==> src/rtl/mem_port_arbiter.sv <==
// Round-robin arbiter sharing one memory port between instruction fetch (I)
// and load/store (D); one transaction in flight, with a WAIT-state timeout.
module mem_port_arbiter #(
  parameter int ADDR_W  = 32,
  parameter int DATA_W  = 32,
  parameter int TIMEOUT = 255
) (
  input  logic                clk,
  input  logic                rst,
  input  logic                i_req,
  input  logic [ADDR_W-1:0]   i_addr,
  output logic [DATA_W-1:0]   i_rdata,
  output logic                i_done,
  input  logic                d_req,
  input  logic [ADDR_W-1:0]   d_addr,
  input  logic [DATA_W/8-1:0] d_we,
  input  logic [DATA_W-1:0]   d_wdata,
  output logic [DATA_W-1:0]   d_rdata,
  output logic                d_done,
  output logic                m_req,
  output logic [ADDR_W-1:0]   m_addr,
  output logic [DATA_W/8-1:0] m_we,
  output logic [DATA_W-1:0]   m_wdata,
  input  logic [DATA_W-1:0]   m_rdata,
  input  logic                m_done,
  output logic                err_timeout
);

  localparam int BE_W = DATA_W / 8;
  localparam logic [7:0] TIMEOUT_CNT = 8'(TIMEOUT);

  typedef enum logic [1:0] {
    S_IDLE,
    S_ISSUE,
    S_WAIT,
    S_RESP
  } state_t;

  typedef enum logic {
    OWN_I,
    OWN_D
  } owner_t;

  state_t          state_q, state_d;
  owner_t          owner_q, grant_owner, last_q;
  logic            grant;
  logic            timed_out;
  logic [7:0]      cnt_q;
  logic [BE_W-1:0] we_q;

  always_comb begin
    state_d     = state_q;
    grant       = 1'b0;
    grant_owner = owner_q;
    timed_out   = 1'b0;
    case (state_q)
      S_IDLE: begin
        if (i_req && d_req) begin
          grant       = 1'b1;
          grant_owner = (last_q == OWN_I) ? OWN_D : OWN_I;
        end else if (d_req) begin
          grant       = 1'b1;
          grant_owner = OWN_D;
        end else if (i_req) begin
          grant       = 1'b1;
          grant_owner = OWN_I;
        end
        if (grant) state_d = S_ISSUE;
      end
      S_ISSUE: state_d = S_WAIT;
      S_WAIT: begin
        // A response arriving on the timeout cycle still counts as a success
        timed_out = !m_done && (cnt_q == TIMEOUT_CNT);
        if (m_done || timed_out) state_d = S_RESP;
      end
      S_RESP: state_d = S_IDLE;
      default: state_d = S_IDLE;
    endcase
  end

  always_ff @(posedge clk or posedge rst) begin
    if (rst) begin
      state_q     <= S_IDLE;
      owner_q     <= OWN_I;
      last_q      <= OWN_I;
      cnt_q       <= '0;
      we_q        <= '0;
      m_addr      <= '0;
      m_wdata     <= '0;
      i_rdata     <= '0;
      d_rdata     <= '0;
      err_timeout <= 1'b0;
    end else begin
      state_q <= state_d;
      if (grant) begin
        owner_q <= grant_owner;
        last_q  <= grant_owner;
        if (grant_owner == OWN_D) begin
          m_addr  <= d_addr;
          we_q    <= d_we;
          m_wdata <= d_wdata;
        end else begin
          m_addr  <= i_addr;
          we_q    <= '0;
          m_wdata <= '0;
        end
      end
      if (state_q == S_ISSUE) cnt_q <= '0;
      // Read data goes straight into the owner's output register so it is valid in RESP
      if (state_q == S_WAIT) begin
        if (m_done || timed_out) begin
          if (owner_q == OWN_I) begin
            i_rdata <= m_done ? m_rdata : '0;
          end else if (we_q == '0) begin
            d_rdata <= m_done ? m_rdata : '0;
          end
          if (timed_out) err_timeout <= 1'b1;
        end else begin
          cnt_q <= cnt_q + 8'd1;
        end
      end
    end
  end

  assign m_req  = (state_q == S_ISSUE);
  assign m_we   = m_req ? we_q : '0;
  assign i_done = (state_q == S_RESP) && (owner_q == OWN_I);
  assign d_done = (state_q == S_RESP) && (owner_q == OWN_D);

endmodule

==> config.mk <==
export PLATFORM = sky130hd
export DESIGN_NAME = mem_port_arbiter
export DESIGN_NICKNAME = d
export VERILOG_FILES = /design/src/rtl/mem_port_arbiter.sv
export SDC_FILE = /design/constraint.sdc
export NUM_CORES = 1
export LEC_CHECK = 0
export CAP_MARGIN = 25
export CORE_ASPECT_RATIO = 1.4
export CORE_MARGIN = 1.5
export CORE_UTILIZATION = 46
export DETAILED_ROUTE_END_ITERATION = 12
export PLACE_DENSITY = 0.9
export REMOVE_ABC_BUFFERS = 1
export SLEW_MARGIN = 20
export SYNTH_ARGS = -nofsm -noshare
export SYNTH_HDL_FRONTEND = slang
export SYNTH_SLANG_ARGS = --single-unit
==> constraint.sdc <==
create_clock -name clk -period 10.7 [get_ports clk]
set_input_delay 2.14 -clock clk [delete_from_list [all_inputs] [get_ports clk]]
set_output_delay 2.14 -clock clk [all_outputs]
set_load 0.005 [all_outputs]
Yosys cells after proc, flatten, opt, wreduce, memory -nomap -nowiden:

Index checks and enable logic that the tools add are counted.

* output and inout bits: 136
* logic and storage cells: 52
* input port bits: 137
* register bits: 144

* eq/ne operators: 6
* add/sub/neg operators: 1
* bitwise operators: 1
* reduce and logical (&&, ||, !) cells: 13
* multiplexer cells: 22

Operators with widths (count)
* 2-to-1 mux 32 bit: 3
* 2-to-1 mux 8 bit: 3
* 2-to-1 mux 1 bit: 11
* adder 8 x 1 -> 8 bit (second input constant): 1
* == test 8 bit (second input constant): 1
* 2-to-1 mux 4 bit: 2
* one-hot mux 2 bit (4 select lines): 1
* AND reduction 3 bit: 2
* == test 2 bit (second input constant): 2
* logical AND 1 bit: 4
* logical NOT 4 bit: 1
* 2-to-1 mux 2 bit: 2
* inequality test 2 bit (second input constant): 2
* AND reduction 4 bit: 1
* == test 2 x 1 -> 1 bit (second input constant): 1
* logical NOT 2 bit: 1
* logical OR 1 bit: 2
* AND reduction 2 bit: 1
* logical NOT 1 bit: 1
* inverter 1 bit: 1

Depth between registers and ports, before layout:

* word-level depth: 6
* mapped depth: 9

Least setup slack after synthesis:

No wires, ideal clock.

* path type: input to register
* from: in d_req
* to: reg m_addr[10]
* cell stages on the path: 7
* arrival: 3.038 ns
* slack: 7.529 ns
* buffers on the path: 3
* setup time: 0.133 ns
* cells stage by stage: a21oi_1 -> a31o_2 -> buf_2 -> buf_6 -> buf_6 -> mux2i_1 -> o21ai_0

* cells in the longest elaborated chain, start to end: 4

Ends and longest elaborated chain
* start, declared: RTL line 14 `input logic d_req,`
* 2-to-1 mux 1 bit or logical AND 1 bit (tied branches): RTL line 61, 58
* 2-to-1 mux 1 bit: RTL line 58 `if (i_req && d_req) begin`
* 2-to-1 mux 1 bit: RTL line 56 `case (state_q)`
* 2-to-1 mux 32 bit or 2-to-1 mux 1 bit (tied branches): RTL line 98, 56
* end signal, assigned: RTL line 99 `m_addr <= d_addr;`
* end signal, assigned: RTL line 103 `m_addr <= i_addr;`
* end, declared: RTL line 21 `output logic [ADDR_W-1:0] m_addr,`

Parallel ways exist; a longest one is shown, timed or not. The select of a mux whose other input is x is not followed.
A chain may end at the register's enable or synchronous reset.

Worst setup path after layout:

* from: reg state_q[1]
* to: out m_we[2]

* cells in the longest elaborated chain, start to end: 2

Ends and longest elaborated chain
* start, declared: RTL line 44 `state_t state_q, state_d;`
* start signal, assigned: RTL line 94 `state_q <= state_d;`
* == test 2 x 1 -> 1 bit: RTL line 125 `assign m_req = (state_q == S_ISSUE);`
* 2-to-1 mux 4 bit: RTL line 126 `assign m_we = m_req ? we_q : '0;`
* end, declared: RTL line 22 `output logic [DATA_W/8-1:0] m_we,`

Every way passes these cells.

==> load_flow_metrics.sql <==
INSERT INTO impl_metrics (metric_group, metric, value, unit) VALUES
('logic_synthesis', 'synth.avg_cell_area', '10.7', 'um2'),
('sta', 'clock_skew', '0.00732', 'ns'),
('sta', 'total_neg_setup_slack', '0', 'ns'),
('logic_synthesis', 'synth_ff_type', 'sky130_fd_sc_hd__dfrtp_1', ''),
('logic_synthesis', 'async_flop_share', '1.00', ''),
('setup_path', 'timing_worst_setup_path_type', 'reg2out', ''),
('floorplan', 'design.core.area', '13300', 'um2'),
('logic_synthesis', 'postSynthCellCount', '587', ''),
('clock_network', 'cts_hold_buffers', '0', ''),
('pwr', 'post_layout_power', '0.00260', 'W'),
('setup_path', 'ff2ff_setup_slack', '8.38', 'ns'),
('routing', 'route.detailed.drc', '0', ''),
('grt', 'grt_antenna_before_repair', '0', ''),
('setup_path', 'timing.critical_path.fanout_max', '9', ''),
('sta', 'fin_hold_ws', '0.475', 'ns'),
('clock_network', 'clock_sinks', '144', ''),
('setup_path', 'end_kind', 'output pin', ''),
('layout', 'number_of_diodes', '0', ''),
('clock_network', 'cts.reportedPaths.clkPinSlew', '0.06', 'ns'),
('setup_path', 'cp-start-kind', 'flop', ''),
('pwr', 'peakVddDrop', '0.000143', 'V'),
('clock_network', 'cts_setup_buffers', '0', ''),
('grt', 'gr-usage-all-layers', '0.247', ''),
('setup_path', 'critical_path_origin', 'state_q[1]', ''),
('place', 'place.port_buffers', '272', ''),
('sta', 'worst-slew-pin-transition', '0.927', 'ns'),
('clock_network', 'cts_resized', '0', ''),
('floorplan', 'floorplan.die_area', '14300', 'um2'),
('floorplan', 'start_util', '0.469', ''),
('grt', 'maximum_number_of_pins_on_one_net_before_global_route_repair', '101', ''),
('clock_network', 'numCtsBuffers', '17', ''),
('setup_path', 'critical_path.reg2reg.endpoint', 'm_addr[1]', ''),
('floorplan', 'top_level_ports', '273', ''),
('clock_network', 'tritoncts_clock_tree', 'built', ''),
('status', 'status', 'complete, no violations', ''),
('floorplan', 'die_w', '102', 'um'),
('job', 'drv.max_cap_violation_count', '0', ''),
('min_path', 'timing.hold.worst.class', 'reg2reg', ''),
('sta', 'fmax', '242', 'MHz'),
('pwr', 'switching_power', '0.000824', 'W'),
('layout', 'fin_area', '9650', 'um2'),
('floorplan', 'num_rows', '50', ''),
('place', 'detailed_place_hpwl', '12000', 'um'),
('logic_synthesis', 'post_synth_num_cell_types', '38', ''),
('setup_path', 'worstPathArrival', '1.98', 'ns'),
('logic_synthesis', 'synth_sequential_area_ratio', '0.576', ''),
('logic_synthesis', 'synth_seq_cells', '144', ''),
('routing', 'detail_route.wl_per_cell', '16.6', 'um'),
('routing', 'number_of_detailed_routing_iterations_run_before_antenna_repair', '4', ''),
('grt', 'first_global_vias', '5490', ''),
('min_path', 'worst_hold_path.endpoint', 'm_wdata[16]', ''),
('grt', 'overflow', '0', ''),
('routing', 'routed_wl', '17200', 'um'),
('clock_network', 'cts_buffer_depth', '2', ''),
('logic_synthesis', 'yosys.area_share.simple', '0.110', ''),
('setup_path', 'crit_chain', 'inv_1 -> ha_1 -> and2_1 -> clkdlybuf4s50_1', ''),
('place', 'gp_routability_congestion', '0.803', ''),
('logic_synthesis', 'synth_area', '6250', 'um2'),
('clock_network', 'clk-insertion-delay-late', '0.41', 'ns'),
('logic_synthesis', 'synth_top_family_by_area', 'compound AO/OA/AOI/OAI gates', ''),
('routing', 'dr_total_vias', '5370', ''),
('setup_path', 'critPathRequiredTime', '8.56', 'ns'),
('pwr', 'power.internal', '0.00178', 'W'),
('routing', 'via_to_cell_ratio', '5.17', ''),
('setup_path', 'critical_path.max_stage_delay', '0.52', 'ns'),
('logic_synthesis', 'synth_mux_area_frac', '0.106', ''),
('pwr', 'power.share.sequential', '0.350', ''),
('sta', 'slew_viol_final', '0', ''),
('layout', 'finish.net_count', '987', ''),
('setup_path', 'crit-reg2reg-launch', 'state_q[0]', ''),
('pwr', 'static_power_due_to_leakage', '4.17', 'nW');
flip-flops by register name, indices dropped and copies added (netlist names):
signal	count
cnt_q	8
err_timeout	1
last_q	1
m_addr	32
m_wdata	32
d_rdata	32
i_rdata	32
we_q	4
state_q	2
layer usage:
| metal | GRT usage | routed length (um) | share of wire | vias up |
|---|---|---|---|---|
| li1 | - | - | - | 2523 |
| met2 | 0.428 | 9000 | 0.52 | 237 |
| met5 | 0 | 0 | 0 | - |
| met4 | 0.115 | 604 | 0.035 | 0 |
| met3 | 0.0818 | 1340 | 0.078 | 38 |
| met1 | 0.268 | 6270 | 0.36 | 2572 |
cells by family (layout without fill, tap and decap cells):
logic type / Yosys count / in the layout
AND/OR/NAND/NOR: 167 / 167
flip-flops: 144 / 144
AO/OA/AOI/OAI: 126 / 126
buffers and inverters: 78 / 347
multiplexers: 66 / 66
adder cells (fa/ha/maj): 6 / 6
area by class of cell:
type	instances	area, um2
Clock buffer	19	443
Clock inverter	12	159
Fill cell	913	3670
Inverter	36	140
Multi-Input combinational cell	365	2290
Sequential cell	144	3600
Tap cell	182	228
Timing Repair Buffer	280	2790
synth_stat cells, drive strengths merged, types with 3 or more instances:
| master | count | area share |
|---|---|---|
| buf | 14 | 0.023 |
| o21ai | 76 | 0.061 |
| a32o | 32 | 0.051 |
| nor2 | 3 | 0.0018 |
| ha | 6 | 0.012 |
| a31oi | 6 | 0.0060 |
| dfrtp | 144 | 0.58 |
| and2 | 5 | 0.0050 |
| inv | 36 | 0.022 |
| clkbuf | 28 | 0.017 |
| mux2i | 64 | 0.10 |
| nand2 | 143 | 0.086 |
| and3 | 3 | 0.0030 |
| a21oi | 4 | 0.0038 |
worst register-to-register path: stages (launching register included):
cell and delay (ns):
sky130_fd_sc_hd__dfrtp_1 0.40, sky130_fd_sc_hd__inv_1 0.09, sky130_fd_sc_hd__ha_1 0.30, sky130_fd_sc_hd__a21oi_1 0.22, sky130_fd_sc_hd__a31o_4 0.71, sky130_fd_sc_hd__mux2i_1 0.33, sky130_fd_sc_hd__o21ai_0 0.11
worst max path at each step:
stage / endpoint / slack [ns]
CTS: m_we[2] / 6.53
detailed placement: m_addr[5] / 6.49
finish: m_we[2] / 6.58
global route: m_we[2] / 6.44
global placement: m_addr[21] / 6.59
floorplan: cnt_q[0] / 4.69
stage by stage:
| step | std cells | setup slack [ns] |
|---|---|---|
| after CTS | 1037 | 6.53 |
| final | 1038 | 6.58 |
| after global routing | 1038 | 6.44 |
| after detailed placement | 1006 | 6.49 |
| after global placement | 1006 | 6.59 |
| after floorplan | 545 | 4.69 |
power groups by stage:
stage / combinational (W) / sequential [W] / clock, W
after floorplan: 0.000439 / 0.000922 / 0
after global placement: 0.00106 / 0.000904 / 0
after detailed placement: 0.00110 / 0.000914 / 0
after CTS: 0.00110 / 0.000910 / 0.000612
after global routing: 0.00120 / 0.000936 / 0.000637
final: 0.00109 / 0.000909 / 0.000601
Power figures use the tool's default switching activity.
